==> config.mk <==
export PLATFORM = sky130hd
export DESIGN_NAME = regfile_b_write_port_flat
export DESIGN_NICKNAME = d
export VERILOG_FILES = /design/src/rtl/regfile_b_write_port_pkg.sv /design/src/rtl/regfile_b_write_port_if.sv /design/src/rtl/regfile_b_write_queue.sv /design/src/rtl/regfile_b_write_port.sv /design/src/flat_wrapper.sv
export SDC_FILE = /design/constraint.sdc
export NUM_CORES = 1
export LEC_CHECK = 0
export ABC_CLOCK_PERIOD_IN_PS = 4500
export BUFFER_PORTS_ARGS = -buffer_cell sky130_fd_sc_hd__buf_2
export CORE_MARGIN = 4
export CORE_UTILIZATION = 54
export DETAILED_ROUTE_END_ITERATION = 8
export PLACE_DENSITY = 0.8
export SYNTH_ARGS = -nofsm -noshare
export SYNTH_HDL_FRONTEND = slang
export SYNTH_HIERARCHICAL = 1
export SYNTH_SLANG_ARGS = --single-unit
==> constraint.sdc <==
create_clock -name clk -period 4.5 [get_ports clk]
set_input_delay 0.45 -clock clk [delete_from_list [all_inputs] [get_ports clk]]
set_output_delay 0.45 -clock clk [all_outputs]
set_load 0.005 [all_outputs]
==> src/rtl/regfile_b_write_port_pkg.sv <==
// Shared types for the port-B write path: command encoding, write-entry struct
// and queue depth.
package regfileBGroup;

    typedef enum logic [1:0] {
        NO_OP      = 2'b00,
        RESULT_DRH = 2'b01,
        CALC_SRA   = 2'b10,
        RESERVED   = 2'b11
    } controlBus;

    typedef struct packed {
        logic [4:0]  index;
        logic [31:0] data;
    } writeEntry_t;

    localparam int QUEUE_DEPTH = 2;

    function automatic logic isWriteCmd(input controlBus cmd);
        return (cmd == RESULT_DRH) || (cmd == CALC_SRA);
    endfunction

endpackage

==> src/rtl/regfile_b_write_port_if.sv <==
// Request and write-back signals of the port-B write path; the block is the
// slave, the issuing stage/bench is the master.
interface regfile_b_write_port_if;

    logic                   enable;
    regfileBGroup::controlBus regfileBControl;
    logic [4:0]             drhIndex;
    logic [4:0]             sraIndex;
    logic [31:0]            resultHigh;
    logic [31:0]            calcAddress;
    logic                   portAWriteEn;
    logic [4:0]             portAWriteIndex;
    logic                   regWriteEn;
    logic [4:0]             regWriteIndex;
    logic [31:0]            regWriteData;
    logic [1:0]             queueCount;
    logic                   stallRequest;
    logic                   overflow;

    modport master (
        output enable, regfileBControl, drhIndex, sraIndex, resultHigh, calcAddress,
               portAWriteEn, portAWriteIndex,
        input  regWriteEn, regWriteIndex, regWriteData, queueCount, stallRequest, overflow
    );

    modport slave (
        input  enable, regfileBControl, drhIndex, sraIndex, resultHigh, calcAddress,
               portAWriteEn, portAWriteIndex,
        output regWriteEn, regWriteIndex, regWriteData, queueCount, stallRequest, overflow
    );

endinterface

==> src/rtl/regfile_b_write_queue.sv <==
// Two-entry FIFO of deferred port-B writes; supports push and pop on the same edge.
module regfile_b_write_queue
    import regfileBGroup::*;
(
    input  logic        clk,
    input  logic        reset,
    input  logic        push_i,
    input  logic        pop_i,
    input  writeEntry_t entry_i,
    output writeEntry_t head_o,
    output logic [1:0]  count_o
);

    writeEntry_t mem_q [QUEUE_DEPTH];
    logic        rdPtr_q, rdPtr_d;
    logic        wrPtr_q, wrPtr_d;
    logic [1:0]  count_q, count_d;

    always_comb begin
        rdPtr_d = rdPtr_q;
        wrPtr_d = wrPtr_q;
        count_d = count_q;
        if (push_i) wrPtr_d = ~wrPtr_q;
        if (pop_i)  rdPtr_d = ~rdPtr_q;
        case ({push_i, pop_i})
            2'b10:   count_d = count_q + 2'd1;
            2'b01:   count_d = count_q - 2'd1;
            default: count_d = count_q;
        endcase
    end

    always_ff @(posedge clk or posedge reset) begin
        if (reset) begin
            rdPtr_q <= 1'b0;
            wrPtr_q <= 1'b0;
            count_q <= 2'd0;
        end else begin
            rdPtr_q <= rdPtr_d;
            wrPtr_q <= wrPtr_d;
            count_q <= count_d;
        end
    end

    // Storage is qualified by the control state, so it needs no reset; when full
    // with a simultaneous pop, the popped slot is the one being rewritten.
    always_ff @(posedge clk) begin
        if (push_i) mem_q[wrPtr_q] <= entry_i;
    end

    assign head_o  = mem_q[rdPtr_q];
    assign count_o = count_q;

endmodule

==> src/rtl/regfile_b_write_port.sv <==
// Register-file port-B write arbiter: defers writes that collide with port A
// into an in-order two-entry queue and emits one registered write per cycle.
module regfile_b_write_port
    import regfileBGroup::*;
(
    input  logic                   clk,
    input  logic                   reset,
    regfile_b_write_port_if.slave  bus
);

    writeEntry_t newEntry, head, regWriteEntry_q, regWriteEntry_d;
    logic        newValid, conflictHead, conflictNew;
    logic        selHead, selNew, push, pop, full;
    logic [1:0]  count;
    logic        regWriteEn_q, regWriteEn_d;
    logic        overflow_q, overflow_d;

    assign full = (count == 2'(QUEUE_DEPTH));

    always_comb begin
        newValid        = bus.enable && isWriteCmd(bus.regfileBControl);
        newEntry        = '0;
        if (bus.regfileBControl == CALC_SRA) begin
            newEntry.index = bus.sraIndex;
            newEntry.data  = bus.calcAddress;
        end else begin
            newEntry.index = bus.drhIndex;
            newEntry.data  = bus.resultHigh;
        end

        conflictHead    = bus.portAWriteEn && (bus.portAWriteIndex == head.index);
        conflictNew     = bus.portAWriteEn && (bus.portAWriteIndex == newEntry.index);

        // The queue head always goes first so no request overtakes an older one.
        selHead         = (count != 2'd0) && !conflictHead;
        selNew          = (count == 2'd0) && newValid && !conflictNew;
        pop             = selHead;
        push            = newValid && !selNew && !(full && !pop);

        overflow_d      = overflow_q || (newValid && !selNew && full && !pop);
        regWriteEn_d    = selHead || selNew;
        regWriteEntry_d = regWriteEntry_q;
        if (selHead)     regWriteEntry_d = head;
        else if (selNew) regWriteEntry_d = newEntry;
    end

    regfile_b_write_queue u_queue (
        .clk     (clk),
        .reset   (reset),
        .push_i  (push),
        .pop_i   (pop),
        .entry_i (newEntry),
        .head_o  (head),
        .count_o (count)
    );

    always_ff @(posedge clk or posedge reset) begin
        if (reset) begin
            regWriteEn_q    <= 1'b0;
            regWriteEntry_q <= '0;
            overflow_q      <= 1'b0;
        end else begin
            regWriteEn_q    <= regWriteEn_d;
            regWriteEntry_q <= regWriteEntry_d;
            overflow_q      <= overflow_d;
        end
    end

    assign bus.regWriteEn    = regWriteEn_q;
    assign bus.regWriteIndex = regWriteEntry_q.index;
    assign bus.regWriteData  = regWriteEntry_q.data;
    assign bus.queueCount    = count;
    assign bus.stallRequest  = full;
    assign bus.overflow      = overflow_q;

endmodule

==> src/flat_wrapper.sv <==
// flat-port wrapper written by rule: the top's interface ports become plain ports
module regfile_b_write_port_flat import regfileBGroup::*;
  (clk, reset, bus_enable, bus_regfileBControl, bus_drhIndex, bus_sraIndex, bus_resultHigh, bus_calcAddress, bus_portAWriteEn, bus_portAWriteIndex, bus_regWriteEn, bus_regWriteIndex, bus_regWriteData, bus_queueCount, bus_stallRequest, bus_overflow);
  regfile_b_write_port_if bus_i ();
  input  logic clk;
  input  logic reset;
  input wire logic [$bits(bus_i.enable)-1:0] bus_enable;
  input wire logic [$bits(bus_i.regfileBControl)-1:0] bus_regfileBControl;
  input wire logic [$bits(bus_i.drhIndex)-1:0] bus_drhIndex;
  input wire logic [$bits(bus_i.sraIndex)-1:0] bus_sraIndex;
  input wire logic [$bits(bus_i.resultHigh)-1:0] bus_resultHigh;
  input wire logic [$bits(bus_i.calcAddress)-1:0] bus_calcAddress;
  input wire logic [$bits(bus_i.portAWriteEn)-1:0] bus_portAWriteEn;
  input wire logic [$bits(bus_i.portAWriteIndex)-1:0] bus_portAWriteIndex;
  output wire logic [$bits(bus_i.regWriteEn)-1:0] bus_regWriteEn;
  output wire logic [$bits(bus_i.regWriteIndex)-1:0] bus_regWriteIndex;
  output wire logic [$bits(bus_i.regWriteData)-1:0] bus_regWriteData;
  output wire logic [$bits(bus_i.queueCount)-1:0] bus_queueCount;
  output wire logic [$bits(bus_i.stallRequest)-1:0] bus_stallRequest;
  output wire logic [$bits(bus_i.overflow)-1:0] bus_overflow;
  assign bus_i.enable = bus_enable;
  assign bus_i.regfileBControl = bus_regfileBControl;
  assign bus_i.drhIndex = bus_drhIndex;
  assign bus_i.sraIndex = bus_sraIndex;
  assign bus_i.resultHigh = bus_resultHigh;
  assign bus_i.calcAddress = bus_calcAddress;
  assign bus_i.portAWriteEn = bus_portAWriteEn;
  assign bus_i.portAWriteIndex = bus_portAWriteIndex;
  assign bus_regWriteEn = bus_i.regWriteEn;
  assign bus_regWriteIndex = bus_i.regWriteIndex;
  assign bus_regWriteData = bus_i.regWriteData;
  assign bus_queueCount = bus_i.queueCount;
  assign bus_stallRequest = bus_i.stallRequest;
  assign bus_overflow = bus_i.overflow;
  regfile_b_write_port u_core (.clk(clk), .reset(reset), .bus(bus_i));
endmodule
Word-level counts from Yosys, hierarchy flattened
Memories as Yosys holds them, arrays and structs flattened.
Index checks and enable logic that the tools add are counted.
{"block": "totals", "reg_bits": 43, "latchBits": 0, "ram_bits": 74, "rom_bits": 0, "in_bits": 85, "output_inout_bits": 42, "elab_cells": 48, "mem_count": 1}
{"block": "op_classes", "addsub": 2, "n_mul": 0, "n_div": 0, "magnitude_cmp": 0, "n_eq_ne": 7, "shift": 0, "muxes": 6, "bitwise": 2, "reduce_logical": 23}
{"memory": "u_core.u_queue.mem_q", "depth": 2, "width": 37, "read_ports": 1, "rd_clocked_by_memory_dff": 0, "wr": 1, "line_no": "regfile_b_write_queue.sv:14", "source": "writeEntry_t mem_q [QUEUE_DEPTH];"}
{"op": "37-bit two-way mux", "n": 3}
{"op": "1-bit logical AND", "n": 11}
{"op": "5-bit equality test", "n": 2}
{"op": "2-bit equality test, second input constant", "n": 3}
{"op": "2-bit nonzero test", "n": 3}
{"op": "1-bit zero test", "n": 5}
{"op": "2-bit by 1-bit equality test with 1-bit output, second input constant", "n": 2}
{"op": "2-bit case mux with 2 select lines", "n": 1}
{"op": "1-bit logical OR", "n": 3}
{"op": "2-bit by 1-bit adder with 2-bit output, second input constant", "n": 1}
{"op": "2-bit zero test", "n": 1}
{"op": "1-bit two-way mux", "n": 2}
{"op": "1-bit NOT", "n": 2}
{"op": "2-bit by 1-bit subtractor with 2-bit output, second input constant", "n": 1}

Longest topological paths before layout
{"block": "logic_depth", "word_depth": 11, "depth_mapped": 14, "mapped_depth_nobuf": 12}

Hierarchy
Netlist, hierarchy kept.
{"mod": "regfile_b_write_queue", "n_inst": 1, "cells_per_inst": 130, "area_per_inst_um2": 2930.3, "seq_area_each_um2": 2322.2}
{"mod": "regfile_b_write_port", "n_inst": 1, "cells_per_inst": 221, "area_per_inst_um2": 2432.3, "seq_area_each_um2": 975.9}

Worst setup path after synthesis
No wires, ideal clock.
{"block": "synth_path", "path_type": "in2reg", "start": "input port bus_regfileBControl[0]", "end": "memory u_core/u_queue/mem_q[0][0] in the netlist's numbering (enable)", "setup_ns": 0.431, "t_arrival_ns": 3.706, "t_required_ns": 4.069, "setup_slack_ns": 0.363, "stages": 11, "path_buffers": 2, "cell_sequence": "inv_1 ha_1 buf_6 mux2i_1 xor2_1 and2_0 clkbuf_1 nand3b_1 a21oi_1 inv_1 nor2_1"}
{"block": "synth_between", "elab_chain_len": 11, "elab_cells_between_ends": 15, "classes_between": "3 x eq/ne; 3 x mux; 9 x reduce/logical"}
{"element": "start: declaration", "line_no": "flat_wrapper.sv:8", "source": "input wire logic [$bits(bus_i.regfileBControl)-1:0] bus_regfileBControl;"}
{"element": "2-bit equality test", "line_no": "regfile_b_write_port_pkg.sv:20, regfile_b_write_port.sv:23"}
{"element": "37-bit two-way mux", "line_no": "regfile_b_write_port.sv:23", "source": "if (bus.regfileBControl == CALC_SRA) begin"}
{"element": "5-bit equality test", "line_no": "regfile_b_write_port.sv:32", "source": "conflictNew = bus.portAWriteEn && (bus.portAWriteIndex == newEntry.index);"}
{"element": "1-bit logical AND", "line_no": "regfile_b_write_port.sv:32"}
{"element": "1-bit zero test", "line_no": "regfile_b_write_port.sv:36", "source": "selNew = (count == 2'd0) && newValid && !conflictNew;"}
{"element": "1-bit logical AND", "line_no": "regfile_b_write_port.sv:36"}
{"element": "1-bit zero test", "line_no": "regfile_b_write_port.sv:38", "source": "push = newValid && !selNew && !(full && !pop);"}
{"element": "1-bit logical AND * (2 in series)", "line_no": "regfile_b_write_port.sv:38"}
{"element": "via u_core.push", "line_no": "regfile_b_write_port.sv:13", "source": "logic selHead, selNew, push, pop, full;"}
{"element": "1-bit two-way mux *", "line_no": "regfile_b_write_queue.sv:47", "source": "if (push_i) mem_q[wrPtr_q] <= entry_i;"}
{"element": "1-bit two-way mux (implied by the code) *", "line_no": "regfile_b_write_queue.sv:47"}
{"element": "end: declaration", "line_no": "regfile_b_write_queue.sv:14"}
Mark *: on every way through the listed nets, which the timed path passes. The rest lies on a longest branch.

Final worst setup path
{"block": "layout_path", "start": "input port bus_regfileBControl[0]", "end": "memory u_core/u_queue/mem_q[1][34] in the netlist's numbering (enable)"}
Same word-level chain as after synthesis.

==> metrics.md <==
| Metric | Value |
|---|---|
| Status | finished clean |
| First-pass GRT wire length | about 18000 um |
| CTS tree | built |
| Final TNS setup | 0 ps |
| Ant. Diodes | 0 |
| Slew margin rel. | between 20% and 30% |
| Die area | between 10000 and 15000 um^2 |
| Worst Setup End Kind | flop |
| CTS sink cnt | between 100 and 150 |
| Synthesized cell area | 5363 um^2 |
| CP Max Fanout | 27 |
| Final Max Slew Viols | 0 |
| Clock Pin Slew Worst Setup and Hold Paths | 60 ps |
| Clock buffer depth | 2 |
| Peak supply drop | between 0.0004 and 0.0005 V |
| Syn Nets | 438 |
| RSZ-0062 raised after global routing | false |
| Yosys top cell area share | about two fifths |
| Cell variety after synth | 33 |
| Cells after DPL | approximately 600 |
| Antenna violations before repair | 0 |
| H-Tree Depth | 4 |
| Share of layout cells above drive strength 1 | about half |
| PwrDens | 640.8 nW/um^2 |
| Synth top area cells | edfxtp_1 41%, dfrtp_1 20%, mux2_2 10% |
| Final Cycle Share | about 70% |
| Grt ovf | 0 |
| EDFF count, synth | 74 |
| Die height | around 110 um |
| CP Data Required Time | 4660 ps |
| Antenna-violating nets left | 0 |
| Starting Density | a little under three fifths |
| DRT Pass-1 Iters | 5 |
| Setup-failing EPs final | 0 |
| Post-layout util | 69.17% |
| Clock root cell | clkbuf_8 |
| Final Wtd Congestion | 0.9090 |
| Vias in the first global route | 3641 |
| Yosys top cell by area | edfxtp_1 |
| Clk_lat worst skew | approximately 510 ps |
| Core ar. | 9729 um^2 |
| Data arrival time of the worst path | roughly 3300 ps |
| Hold Fails Final Rpt | 0 |
| DRC violations left | 0 |
| Fillers | between 600 and 700 |
| Most common cell in the netlist | edfxtp_1 |
| Design Power | approximately 4.3 mW |
| Synth warn | 6 |
| Final non-filler cell total | between 600 and 700 |
| Starting DRT DRC Count | between 150 and 200 |
| Cells after synthesis | about 350 |
| Cell leakage power | roughly 2.8 nW |
| Drt wl/cell | approximately 18 um |
| Site row count | 36 |
| HP Class | in2reg |
| Vias per cell | 5.594 |
| Critical path class | in2reg |
| # port buffers | about 130 |
| Achievable Freq | 320.7 MHz |
| Sequential fraction of the synthesis area | 61.50% |
| Layout area overhead | 25.50% |
| Layout Nets | 571 |
| Final HPWL DP | roughly 7700 um |
| Fraction of registers with async set/reset | ~37% |
| Post-route minimum period | ~3100 ps |
| Startpoint Class | primary input |
| Synth top cells by count | 74 x edfxtp_1, 49 x mux2_2, 43 x dfrtp_1 |
| Die width | approximately 110 um |
| Synth Flop Type | edfxtp_1 |
| GRT Overall Usage | slightly above 20% |
| #FFs+latches synth | around 120 |
| Max cap viols | 0 |
| Largest net degree at the start of global routing | 46 |
| Setup Skew | approximately 12 ps |
| CTS resizes | 0 |
| Tightest Pin Transition | 1135 ps |
| Vias post-DR | 3524 |
| Ports | 127 |
| WL final | between 10000 and 15000 um |
| Post-Syn Area per Cell | 15.28 um^2 |
| TritonCTS buffer count | 17 |
placed cells by master (no fill, tap or decap), types with 6 or more instances in the layout:
cell type and n:
buf_2 126, edfxtp_1 74, mux2_2 49, dfrtp_1 42, and2_1 32, a221o_1 32, mux2_4 20, clkbuf_16 16
inv_1 9, xor2_1 8, xnor2_1 7, nand2_1 7, buf_4 7, nand3b_1 6
timing repair:
| action | CTS | global route |
|---|---|---|
| hold endpoints to repair | 4 | 0 |
| hold buffers | 1 | 0 |
| buffers inserted | 0 | 0 |
cell type report:
cell class,count,area (um^2),area share [%]
well taps,133,166.4,2.473
inverters,10,37.54,0.5577
multi-input cells,203,1931,28.69
flip-flops and latches,117,3299,49.02
clock inverters,9,126.4,1.878
repair buffers,135,713.2,10.60
clock buffers,23,456.7,6.786
metrics by stage:
step / setup WS (ps) / hold slack, ps / instance area, um^2
after floorplan: 363.2 / 216.1 / 5363
after CTS: 1449 / 253.6 / 6730
after global placement: 1101 / 364.6 / 6137
after global routing: 1138 / 268.0 / 6730
after detailed placement: 904.2 / 369.6 / 6137
final: 1382 / 285.5 / 6730
worst max-delay path: stages:
cell      delay, ps
buf_2           100
inv_1            50
ha_2            260
buf_4           300
mux2i_1         350
xnor2_1         150
nor4_2          290
buf_4           210
nand3b_1         80
a21oi_1         250
and2_2          360
buf_4           420
layer usage:
metal | part of all wire, % | GRT usage (%) | routed length, um | up-vias
li1 | - | - | - | 1620
met1 | 40 | 26.28 | 4670 | 1721
met2 | 50 | 34.55 | 5803 | 173
met3 | 8.6 | 5.579 | 991 | 10
met4 | 0.86 | 7.484 | 99 | 0
met5 | 0 | 0 | 0 | -
path summary, 6_finish.rpt:
check                                              startpoint  cells past startpoint  slack [ps]                                 endpoint
hold / removal                              bus_resultHigh[4]                      2         290     u_core/u_queue/mem_q[0][4]$_DFFE_PP_
max in group asynchronous                               reset                      3        3220  u_core/bus.regWriteData[22]$_DFFE_PP0P_
hold reg to reg                 u_core/bus.overflow$_DFF_PP0_                      1         500            u_core/bus.overflow$_DFF_PP0_
setup reg to reg           u_core/u_queue/rdPtr_q$_DFFE_PP0P_                      7        1480  u_core/bus.regWriteData[23]$_DFFE_PP0P_
min in group asynchronous                               reset                      3         410       u_core/u_queue/rdPtr_q$_DFFE_PP0P_
setup / recovery                       bus_regfileBControl[0]                     12        1380    u_core/u_queue/mem_q[1][34]$_DFFE_PP_
flip-flops by register name, indices dropped and copies added, names as in the netlist:
name and flops:
u_core/bus.regWriteIndex 5, u_core/bus.regWriteData 32, u_core/u_queue/count_o 2, u_core/u_queue/wrPtr_q 1
u_core/bus.regWriteEn 1, u_core/bus.overflow 1, u_core/u_queue/mem_q 74, u_core/u_queue/rdPtr_q 1
cell families (layout without fill, tap and decap cells):
group / after synthesis / after routing / share of synthesized area (%)
mux: 74 / 74 / 16.89
simple gates: 58 / 58 / 6.533
xor+xnor: 15 / 15 / 2.450
buf+inv: 31 / 177 / 3.197
compound gates: 54 / 54 / 8.960
flops: 117 / 117 / 61.50
fa+ha+maj: 2 / 2 / 0.4666
where the power goes:
part	internal, mW	switching [mW]	total, mW
Clock	0.869	0.447	1.32
Combinational	0.720	0.654	1.37
Sequential	1.46	0.161	1.62
Total	3.05	1.26	4.31
No activity file was read; power rests on OpenSTA's default activity.
